### src/rtl/cgra_stream_pkg.sv
// Shared types and buffer sizing for the CGRA stream loader.
package cgra_stream_pkg;
  typedef enum logic [1:0] {IDLE, RUN, DRAIN, DONE} loader_state_t;
  localparam int BUF_DEPTH = 4;
  localparam int BUF_PTR_W = 2;
endpackage

### src/rtl/cgra_stream_buf.sv
// 4-entry FIFO between scratchpad return data and the output stream.
// The head entry is presented straight from the storage registers, so dout/dout_v never depend on dout_r.
module cgra_stream_buf import cgra_stream_pkg::*; #(
  parameter int DATA_WIDTH = 32
) (
  input  logic                  clock,
  input  logic                  reset,
  input  logic                  wr_en,
  input  logic [DATA_WIDTH-1:0] wr_data,
  output logic [DATA_WIDTH-1:0] dout,
  output logic                  dout_v,
  input  logic                  dout_r,
  output logic [BUF_PTR_W:0]    occupancy
);
  logic [DATA_WIDTH-1:0] mem [BUF_DEPTH];
  logic [BUF_PTR_W-1:0]  wr_ptr, rd_ptr;
  logic [BUF_PTR_W:0]    count;
  logic                  pop;

  assign pop       = dout_v & dout_r;
  assign dout_v    = (count != '0);
  assign dout      = mem[rd_ptr];
  assign occupancy = count;

  always_ff @(posedge clock) begin
    if (reset) begin
      mem    <= '{default: '0};
      wr_ptr <= '0;
      rd_ptr <= '0;
      count  <= '0;
    end else begin
      if (wr_en) begin
        mem[wr_ptr] <= wr_data;
        wr_ptr      <= wr_ptr + 1'b1;
      end
      if (pop) rd_ptr <= rd_ptr + 1'b1;
      count <= count + (BUF_PTR_W+1)'(wr_en) - (BUF_PTR_W+1)'(pop);
    end
  end
endmodule

### src/rtl/cgra_stream_loader.sv
// Strided scratchpad reader feeding a valid/ready stream; reads are credit-limited
// so buffered plus in-flight words never exceed the buffer depth.
module cgra_stream_loader import cgra_stream_pkg::*; #(
  parameter int DATA_WIDTH = 32,
  parameter int ADDR_WIDTH = 10,
  parameter int LEN_WIDTH  = 16
) (
  input  logic                  clock,
  input  logic                  reset,
  input  logic                  start,
  input  logic [ADDR_WIDTH-1:0] base_addr,
  input  logic [ADDR_WIDTH-1:0] stride,
  input  logic [LEN_WIDTH-1:0]  length,
  output logic                  busy,
  output logic                  done,
  output logic                  mem_rd_en,
  output logic [ADDR_WIDTH-1:0] mem_addr,
  input  logic [DATA_WIDTH-1:0] mem_rd_data,
  output logic [DATA_WIDTH-1:0] dout,
  output logic                  dout_v,
  input  logic                  dout_r
);
  loader_state_t         state;
  logic [ADDR_WIDTH-1:0] stride_q;
  logic [LEN_WIDTH-1:0]  len_q, issued;
  // [0]: read on the scratchpad port this cycle, [1]: its data returns this cycle
  logic [1:0]            vld_pipe;
  logic [BUF_PTR_W:0]    occ, outstanding;
  logic                  credit_ok, last_pop;

  assign mem_rd_en   = vld_pipe[0];
  // Uses current occupancy only (ignores a pop this cycle) to keep dout_r out of the read path.
  assign outstanding = occ + (BUF_PTR_W+1)'(vld_pipe[0]) + (BUF_PTR_W+1)'(vld_pipe[1]);
  assign credit_ok   = outstanding < (BUF_PTR_W+1)'(BUF_DEPTH);
  assign last_pop    = (state == DRAIN) && dout_v && dout_r &&
                       (occ == (BUF_PTR_W+1)'(1)) && (vld_pipe == 2'b00);

  cgra_stream_buf #(.DATA_WIDTH(DATA_WIDTH)) u_buf (
    .clock     (clock),
    .reset     (reset),
    .wr_en     (vld_pipe[1]),
    .wr_data   (mem_rd_data),
    .dout      (dout),
    .dout_v    (dout_v),
    .dout_r    (dout_r),
    .occupancy (occ)
  );

  always_ff @(posedge clock) begin
    if (reset) begin
      state    <= IDLE;
      busy     <= 1'b0;
      done     <= 1'b0;
      vld_pipe <= 2'b00;
      mem_addr <= '0;
      stride_q <= '0;
      len_q    <= '0;
      issued   <= '0;
    end else begin
      vld_pipe <= {vld_pipe[0], 1'b0};
      done     <= 1'b0;
      case (state)
        IDLE: if (start) begin
          stride_q <= stride;
          len_q    <= length;
          if (length == '0) begin
            state <= DONE;
            done  <= 1'b1;
          end else begin
            state       <= RUN;
            busy        <= 1'b1;
            vld_pipe[0] <= 1'b1;
            mem_addr    <= base_addr;
            issued      <= LEN_WIDTH'(1);
          end
        end
        RUN: begin
          if (issued == len_q) begin
            state <= DRAIN;
          end else if (credit_ok) begin
            vld_pipe[0] <= 1'b1;
            mem_addr    <= mem_addr + stride_q;
            issued      <= issued + 1'b1;
          end
        end
        DRAIN: if (last_pop) begin
          state <= DONE;
          busy  <= 1'b0;
          done  <= 1'b1;
        end
        DONE:    state <= IDLE;
        default: state <= IDLE;
      endcase
    end
  end
endmodule

### config.mk
export PLATFORM = sky130hd
export DESIGN_NAME = cgra_stream_loader
export DESIGN_NICKNAME = d
export VERILOG_FILES = /design/src/rtl/cgra_stream_pkg.sv /design/src/rtl/cgra_stream_buf.sv /design/src/rtl/cgra_stream_loader.sv
export SDC_FILE = /design/constraint.sdc
export NUM_CORES = 1
export LEC_CHECK = 0
export ABC_AREA = 1
export BUFFER_PORTS_ARGS = -buffer_cell sky130_fd_sc_hd__buf_2
export CORE_UTILIZATION = 51
export DETAILED_ROUTE_END_ITERATION = 8
export PLACE_DENSITY = 0.76
export REMOVE_ABC_BUFFERS = 1
export SYNTH_ARGS = -nofsm -noshare
export SYNTH_HDL_FRONTEND = slang
export SYNTH_SLANG_ARGS = --single-unit
### constraint.sdc
create_clock -name clock -period 5 [get_ports clock]
set_clock_uncertainty 0.15 [all_clocks]
set_input_delay 1 -clock clock [delete_from_list [all_inputs] [get_ports clock]]
set_output_delay 1 -clock clock [all_outputs]
set_load 0.005 [all_outputs]
==> impl_metrics.env, run 1 <==
export IMPL_r2r_start="state[1]"
export IMPL_dpl_hpwl_um=13800
export IMPL_layout_nets=1496
export IMPL_drv_cap=0
export IMPL_use_met3_pct=4.62
export IMPL_critical_path_class="reg -> out"
export IMPL_h_tree_depth=4
export IMPL_syn_area_per_cell_um2=6.79
export IMPL_rsz0062_at_grt="false"
export IMPL_clk_pin_slew_ns=0.07
export IMPL_grt_use_met1_pct=32.9
export IMPL_synth_ff_latch_count=193
export IMPL_fillers=1651
export IMPL_cts_made_buffers=17
export IMPL_cp_max_fo=34
export IMPL_synth_xor_area_share_pct=0.873
export IMPL_rows=48
export IMPL_multi_input_area_um2=4590
export IMPL_final_setup_tns_ns=0
export IMPL_drive_gt1_share_pct=13.6
export IMPL_routed_wl_um=22900
export IMPL_die_w_um=135
export IMPL_root_buffer="clkbuf_16"
export IMPL_mostFrequentLayoutCells="nor2_1, o21ai_0, dfxtp_1"
export IMPL_wl_per_cell_um=13.9
export IMPL_busiest_layer="met2"
export IMPL_synth_area_um2=9030
export IMPL_postCtsSetupBuffers=0
export IMPL_fin_crit_sh_pct=67.6
export IMPL_antenna_left=0
export IMPL_critPathLaunchType="flip-flop"
export IMPL_slowest_delay_ns=0.80
export IMPL_switching_share_pct=35.0
export IMPL_critical_path_arrival_ns=2.23
export IMPL_slew_viol_final=0
export IMPL_synth_cell_types=35
export IMPL_ir_drop_mv=0.405
export IMPL_finalHoldViolations=0
export IMPL_core_um2=17300
export IMPL_numPortBuffers=117
export IMPL_synth_simple_area_share_pct=28.0
export IMPL_hold_buffers=0
export IMPL_synth_top_family_by_area="simple AND/OR/NAND/NOR gates"
export IMPL_drt_vias_per_instance=5.28
export IMPL_antenna_found_initial=0
export IMPL_p_switching_uw=1620
export IMPL_die_area_um2=18200
export IMPL_syn_inst=1330
export IMPL_worst_pin_slew_ns=1.11
export IMPL_ys_seq_area_share_pct=42.8
export IMPL_startpoint="u_buf.rd_ptr[1]"
export IMPL_whs_ns=0.319
export IMPL_power_density_nw_per_um2=450
export IMPL_gp_congestion=0.787
export IMPL_die_h_um=135
export IMPL_grt_start_max_net_pins=121
export IMPL_first_iter_violations=559
export IMPL_io_pins=118
export IMPL_intPower_uw=3010
export IMPL_cts_sink_count=193
export IMPL_grt_usage_pct=25.7
export IMPL_cts_tree="built"
export IMPL_clockPowerShare_pct=30.5
export IMPL_synth_compound_area_share_pct=18.7
export IMPL_crit_slowest_cell="inv_1"
export IMPL_grt_use_met2_pct=43.9
export IMPL_synth_mux_area_fraction_pct=0
export IMPL_route_detailed_drc=0
export IMPL_clk_path_buf_depth=2
export IMPL_grt_ovfl_total=0
export IMPL_syn_to_final_growth_pct=14.0
export IMPL_vias=8655
export IMPL_cts_resized=0
export IMPL_final_common_cell="nor2_1"
export IMPL_holdCritStartpoint="len_q[8]"
export IMPL_fmax_mhz=296
export IMPL_power_leakage_uw=0.00440
export IMPL_seqCellArea_um2=3860
export IMPL_hp_class="reg -> reg"
export IMPL_initial_core_util_pct=52.2
export IMPL_status="complete, no violations"
export IMPL_path_cells="inv_1 -> o21ai_0 -> o22ai_1 -> buf_2"
export IMPL_detail_route_first_pass_iterations=5
export IMPL_pwr_share_comb_pct=30.5
export IMPL_grt_pass1_vias=7809
export IMPL_seq_power_share_pct=38.9
export IMPL_insertion_delay_ns=0.43
export IMPL_ys_warn_count=0
export IMPL_critical_path_required_ns=3.85
export IMPL_n_antenna_cell=0
export IMPL_setup_viol=0
export IMPL_finalCriticalPeriod_ns=3.38
export IMPL_grt_pass1_wl_um=37600
export IMPL_relSlewSlack_pct=25.6
export IMPL_cp_end_kind="output pin"
export IMPL_synthAdderAreaFrac_pct=3.21
## stage by stage
stage | power, uW | util [%] | cell area (um^2) | std cells | setup slack [ns]
4_1_cts | 4660 | 59.6 | 10300 | 1640 | 1.64
3_3_place_gp | 3220 | 56.1 | 9700 | 1608 | 1.82
3_5_place_dp | 3240 | 56.1 | 9700 | 1608 | 1.81
2_1_floorplan | 2750 | - | 8730 | 1253 | 1.30
5_1_grt | 4940 | 59.6 | 10300 | 1640 | 1.51
6_report | 4630 | 59.6 | 10300 | 1640 | 1.62
## worst max-delay path: cells and delay by family, from the launching register on
family	cells	cell delay, ns
flip-flops	1	0.31
AO/OA/AOI/OAI	2	0.52
buffers and inverters	2	0.97
## logic make-up (layout without fill, tap and decap cells)
family,count (synthesis),in the layout
AOI/OAI and AO/OA,318,318
xor gates and xnor gates,9,9
adders and majority gates,22,22
buffers and inverters,150,235
DFF,193,193
and+or+nand+nor,638,638
## sequential cells by signal, indices dropped and copies added (netlist names)
signal / count
u_buf.mem: 128
u_buf.occupancy: 3
u_buf.rd_ptr: 2
issued: 16
len_q: 16
vld_pipe: 2
stride_q: 10
state: 2
done: 1
u_buf.wr_ptr: 2
mem_addr: 10
busy: 1
## per-layer routing
layer / up-vias / part of all wire, %
met5: - / 0
met4: 0 / 1.0
met3: 24 / 5.4
met2: 234 / 47
met1: 3953 / 46
li1: 4444 / -
## layout make-up
class | count | share of cell area (%)
clock inverter | 13 | 1.68
tap | 225 | 2.73
sequential | 193 | 37.5
multi-input combinational | 987 | 44.6
timing repair buffer | 130 | 6.63
clock buffer | 19 | 4.20
inverter | 73 | 2.68
## cell usage after synthesis (all sizes together)
library cell	number	area, um^2
nor2	407	1540
o21ai	240	1200
dfxtp	193	3860
nand2	178	697
inv	73	274
clkbuf	71	267
a21oi	42	251
nand3	39	195
o22ai	32	200
ha	20	250
buf	6	40.0
xor2	6	52.6
nor3	4	36.3
nand4	3	18.8
nor3b	3	22.5
xnor2	3	26.3
fa	2	40.0
nand3b	2	15.0
or2	2	12.5
a21o	1	7.51
a31oi	1	6.26
o211a	1	10.0
o211ai	1	7.51
## final timing paths
check / to / slack, ns / depth (start not counted)
min reg2reg: len_q[8] / 0.32 / 2
max reg2reg: mem_addr[3] / 1.75 / 8
max: dout[18] / 1.62 / 4
min: len_q[8] / 0.32 / 2
## power by group through the flow
stage          Combinational [uW]  Clock (uW)  Sequential (uW)
5_1_grt                      1620        1500             1820
4_1_cts                      1410        1440             1810
3_3_place_gp                 1390           0             1830
2_1_floorplan                 899           0             1850
6_report                     1410        1410             1800
3_5_place_dp                 1400           0             1840
(Power assumes the default switching activity.)
==> run 2: changes to the inputs <==
--- a/config.mk
+++ b/config.mk
@@ -9,7 +9,7 @@
 export BUFFER_PORTS_ARGS = -buffer_cell sky130_fd_sc_hd__buf_2
 export CORE_UTILIZATION = 51
 export DETAILED_ROUTE_END_ITERATION = 8
-export PLACE_DENSITY = 0.76
+export PLACE_DENSITY = 0.79
 export REMOVE_ABC_BUFFERS = 1
 export SYNTH_ARGS = -nofsm -noshare
 export SYNTH_HDL_FRONTEND = slang
==> constraint.sdc (replaced) <==
create_clock -name clock -period 2.7 [get_ports clock]
set_clock_uncertainty 0.15 [all_clocks]
set_input_delay 0.54 -clock clock [delete_from_list [all_inputs] [get_ports clock]]
set_output_delay 0.54 -clock clock [all_outputs]
set_load 0.005 [all_outputs]
==> impl_metrics.env, run 2 (synthesis gave the netlist of run 1 again) <==
export IMPL_status="complete, no violations"
export IMPL_route_detailed_drc=0
export IMPL_layout_nets=1506
export IMPL_n_antenna_cell=0
export IMPL_final_common_cell="nor2_1"
export IMPL_grt_pass1_wl_um=37800
export IMPL_postCtsSetupBuffers=0
export IMPL_numPortBuffers=117
export IMPL_dp_slack_ns=0.392
export IMPL_reg2reg_to="mem_addr[0]"
export IMPL_r2r_start="vld_pipe[1]"
export IMPL_insertion_delay_ns=0.43
export IMPL_drv_cap=0
export IMPL_root_buffer="clkbuf_16"
export IMPL_mostFrequentLayoutCells="nor2_1, o21ai_0, dfxtp_1"
export IMPL_relSlewSlack_pct=49.7
export IMPL_power_density_nw_per_um2=829
export IMPL_critPathCapture="dout[12]"
export IMPL_die_h_um=135
export IMPL_core_um2=17300
export IMPL_worst_pin_slew_ns=0.755
export IMPL_io_pins=118
export IMPL_ir_drop_mv=0.520
export IMPL_fmax_mhz=398
export IMPL_rows=48
export IMPL_critical_path_arrival_ns=1.82
export IMPL_gp_congestion=0.837
export IMPL_clk_pin_slew_ns=0.07
export IMPL_hold_buffers=0
export IMPL_antenna_left=0
export IMPL_first_iter_violations=624
export IMPL_drive_gt1_share_pct=14.3
export IMPL_initial_core_util_pct=52.2
export IMPL_cts_resized=0
export IMPL_top_regs="u_buf.mem x128, issued x16, len_q x16"
export IMPL_drt_vias_per_instance=5.25
export IMPL_top_register="u_buf.mem"
export IMPL_finalCriticalPeriod_ns=2.51
export IMPL_regToRegSetupSlack_ns=0.34
export IMPL_ff2ff_path_depth=11
export IMPL_die_area_um2=18200
export IMPL_fin_util_pct=60.3
export IMPL_grt_pass1_vias=7874
export IMPL_grt_start_max_net_pins=77
export IMPL_startpoint="u_buf.rd_ptr[0]"
export IMPL_largest_reg_flops=128
export IMPL_worst_slack_ns=0.190
export IMPL_power_leakage_uw=0.00446
export IMPL_h_tree_depth=4
export IMPL_final_setup_tns_ns=0
export IMPL_syn_to_final_growth_pct=15.4
export IMPL_slew_viol_final=0
export IMPL_hp_class="in -> reg"
export IMPL_critical_path_class="reg -> out"
export IMPL_cts_tree="built"
export IMPL_cp_max_fo=28
export IMPL_grt_usage_pct=26.0
export IMPL_wl_per_cell_um=14.0
export IMPL_cp_end_kind="output pin"
export IMPL_fin_crit_sh_pct=93.0
export IMPL_setup_viol=0
export IMPL_antenna_found_initial=0
export IMPL_routed_wl_um=23200
export IMPL_grt_ovfl_total=0
export IMPL_vias=8662
export IMPL_cts_made_buffers=17
export IMPL_p_total_uw=8650
export IMPL_critical_path_required_ns=2.01
export IMPL_cts_sink_count=193
export IMPL_detail_route_first_pass_iterations=5
export IMPL_finalHoldViolations=0
export IMPL_dpl_hpwl_um=14400
export IMPL_clk_path_buf_depth=2
export IMPL_critPathLaunchType="flip-flop"
export IMPL_rsz0062_at_grt="false"
export IMPL_die_w_um=135
export IMPL_fillers=1594
-- run 2: cell count changes in the layout (fill, tap and decap cells not counted), moves of 2 or more --
cell	previous run	this run
inv_8	1	3
buf_12	0	4
buf_4	13	19
clkbuf_1	2	0
-- run 2: metal layers --
metal | GRT usage (%) | part of all wire, % | routed length, um | vias to the layer above
met5 | 0 | 0 | 0 | -
met4 | 6.93 | 1.3 | 290 | 0
met3 | 5.22 | 6.3 | 1470 | 29
met2 | 45.9 | 49 | 11300 | 245
met1 | 32.0 | 44 | 10100 | 3920
li1 | - | - | - | 4468
-- run 2: worst min-delay path by stage --
stage                startpoint     endpoint  cells after the start
global placement    vld_pipe[0]  vld_pipe[1]                      2
floorplan              len_q[0]     len_q[0]                      2
CTS                   stride[3]  stride_q[3]                      3
finish                stride[3]  stride_q[3]                      3
detailed placement  vld_pipe[0]  vld_pipe[1]                      2
global route          stride[8]  stride_q[8]                      3
-- run 2: per-stage QoR --
stage | instance area, um^2 | instances | hold WS (ns)
global placement | 9820 | 1618 | 0.303
finish | 10400 | 1650 | 0.211
floorplan | 8730 | 1253 | 0.296
global route | 10400 | 1650 | 0.214
detailed placement | 9820 | 1618 | 0.301
CTS | 10400 | 1650 | 0.200
-- run 2: area by class of cell --
cell class | count | area (um^2) | area share [%]
Clock buffer | 18 | 439 | 4.21
Inverter | 73 | 275 | 2.64
Tap cell | 225 | 282 | 2.70
Sequential cell | 193 | 3870 | 37.1
Clock inverter | 14 | 165 | 1.58
Multi-Input combinational cell | 987 | 4590 | 44.0
Timing Repair Buffer | 140 | 808 | 7.75
-- run 2: power by group --
part	internal (uW)	total (uW)	switching, uW
combinational	1010	2660	1650
clock	1430	2620	1190
sequential	3150	3370	223
-- run 2: worst max-delay path, cell delays in order (launching register included) --
cell,delay (ns)
dfxtp_4,0.50
clkinv_1,0.15
buf_4,0.26
o21ai_0,0.20
o22ai_1,0.13
buf_2,0.15
==> run 3: changes to the inputs <==
--- a/config.mk
+++ b/config.mk
@@ -6,10 +6,10 @@
 export NUM_CORES = 1
 export LEC_CHECK = 0
 export ABC_AREA = 1
-export BUFFER_PORTS_ARGS = -buffer_cell sky130_fd_sc_hd__buf_2
 export CORE_UTILIZATION = 51
 export DETAILED_ROUTE_END_ITERATION = 8
-export PLACE_DENSITY = 0.79
+export DONT_BUFFER_PORTS = 1
+export PLACE_DENSITY = 0.7
 export REMOVE_ABC_BUFFERS = 1
 export SYNTH_ARGS = -nofsm -noshare
 export SYNTH_HDL_FRONTEND = slang
==> impl_metrics.env, run 3 (synthesis gave the netlist of run 1 again) <==
export IMPL_dpl_cell_count=1501
export IMPL_initial_core_util_pct=52.2
export IMPL_status="complete, no violations"
export IMPL_vias=8165
export IMPL_drv_cap=0
export IMPL_postCtsSetupBuffers=0
export IMPL_critical_path_arrival_ns=1.84
export IMPL_critPathLaunchType="flip-flop"
export IMPL_gp_congestion=0.834
export IMPL_fin_crit_sh_pct=93.6
export IMPL_dpl_hpwl_um=14000
export IMPL_routed_wl_um=22700
export IMPL_rsz0062_at_grt="false"
export IMPL_hold_buffers=0
export IMPL_slew_viol_final=0
export IMPL_die_w_um=135
export IMPL_first_iter_violations=475
export IMPL_h_tree_depth=4
export IMPL_grt_usage_pct=25.3
export IMPL_top_register="u_buf.mem"
export IMPL_root_buffer="clkbuf_16"
export IMPL_power_density_nw_per_um2=831
export IMPL_finalCriticalPeriod_ns=2.53
export IMPL_insertion_delay_ns=0.43
export IMPL_antenna_found_initial=0
export IMPL_grt_pass1_wl_um=36400
export IMPL_core_um2=17300
export IMPL_syn_to_final_growth_pct=8.56
export IMPL_stdcell_count=1533
export IMPL_hp_class="in -> reg"
export IMPL_fillers=1722
export IMPL_wl_per_cell_um=14.8
export IMPL_ir_drop_mv=0.463
export IMPL_antenna_left=0
export IMPL_die_area_um2=18200
export IMPL_layout_nets=1389
export IMPL_drive_gt1_share_pct=6.50
export IMPL_clk_path_buf_depth=2
export IMPL_cts_made_buffers=17
export IMPL_fin_util_pct=56.7
export IMPL_mostFrequentLayoutCells="nor2_1, o21ai_0, dfxtp_1"
export IMPL_power_leakage_uw=0.00393
export IMPL_grt_ovfl_total=0
export IMPL_route_detailed_drc=0
export IMPL_clk_pin_slew_ns=0.07
export IMPL_top_regs="u_buf.mem x128, issued x16, len_q x16"
export IMPL_detail_route_first_pass_iterations=5
export IMPL_critical_path_required_ns=2.01
export IMPL_io_pins=118
export IMPL_numPortBuffers=0
export IMPL_die_h_um=135
export IMPL_n_antenna_cell=0
export IMPL_rows=48
export IMPL_cts_tree="built"
export IMPL_cts_sink_count=193
export IMPL_finalHoldViolations=0
export IMPL_final_common_cell="nor2_1"
export IMPL_cp_max_fo=30
export IMPL_cts_resized=0
export IMPL_grt_start_max_net_pins=85
export IMPL_drt_vias_per_instance=5.33
export IMPL_critical_path_class="reg -> out"
export IMPL_relSlewSlack_pct=58.0
export IMPL_largest_reg_flops=128
export IMPL_grt_pass1_vias=7353
export IMPL_fmax_mhz=396
export IMPL_worst_pin_slew_ns=0.630
export IMPL_setup_viol=0
export IMPL_cp_end_kind="output pin"
[run 3: final timing paths]
check / cells past startpoint / from / endpoint / slack, ns
max: 4 / u_buf.rd_ptr[0] / dout[29] / 0.17
min: 1 / reset / issued[10] / 0.02
max reg2reg: 13 / u_buf.occupancy[1] / u_buf.occupancy[2] / 0.38
min reg2reg: 2 / len_q[11] / len_q[11] / 0.32
[run 3: worst max-delay path, cell delays in order, from the launching register on]
cell and delay, ns:
dfxtp_2 0.33, inv_2 0.41, buf_4 0.30, o21ai_0 0.11, o22ai_1 0.24
[run 3: power breakdown]
part           internal (uW)  switching [uW]  total [uW]  leakage, uW
Combinational            795            1570        2370      0.00208
Clock                   1330            1090        2430     0.000275
Sequential              3150             213        3360      0.00157
[run 3: layout make-up]
| cell class | count | area, um^2 | area share (%) |
|---|---|---|---|
| multi-input combinational | 987 | 4590 | 46.8 |
| inverter | 73 | 277 | 2.82 |
| sequential | 193 | 3860 | 39.4 |
| timing repair buffer | 23 | 226 | 2.31 |
| clock buffer | 22 | 464 | 4.73 |
| clock inverter | 10 | 104 | 1.06 |
| tap | 225 | 282 | 2.87 |
[run 3: metal layers]
| layer | track usage, % | vias up | wire length, um |
|---|---|---|---|
| met5 | 0 | - | 0 |
| met4 | 7.80 | 0 | 317 |
| li1 | - | 4234 | - |
| met1 | 30.8 | 3703 | 9950 |
| met3 | 5.33 | 25 | 1330 |
| met2 | 44.5 | 203 | 11100 |
[run 3: metrics by stage]
stage | hold slack (ns) | area [um^2] | power, uW | worst slack (ns) | setup TNS (ns)
CTS | 0.00524 | 9800 | 8220 | 0.108 | 0
global placement | 0.305 | 9240 | 5740 | 0.429 | 0
finish | 0.0155 | 9810 | 8150 | 0.172 | 0
detailed placement | 0.309 | 9240 | 5790 | 0.393 | 0
floorplan | 0.296 | 8730 | 5090 | -0.539 | -56.19
global route | 0.000565 | 9810 | 8700 | 0.0865 | 0
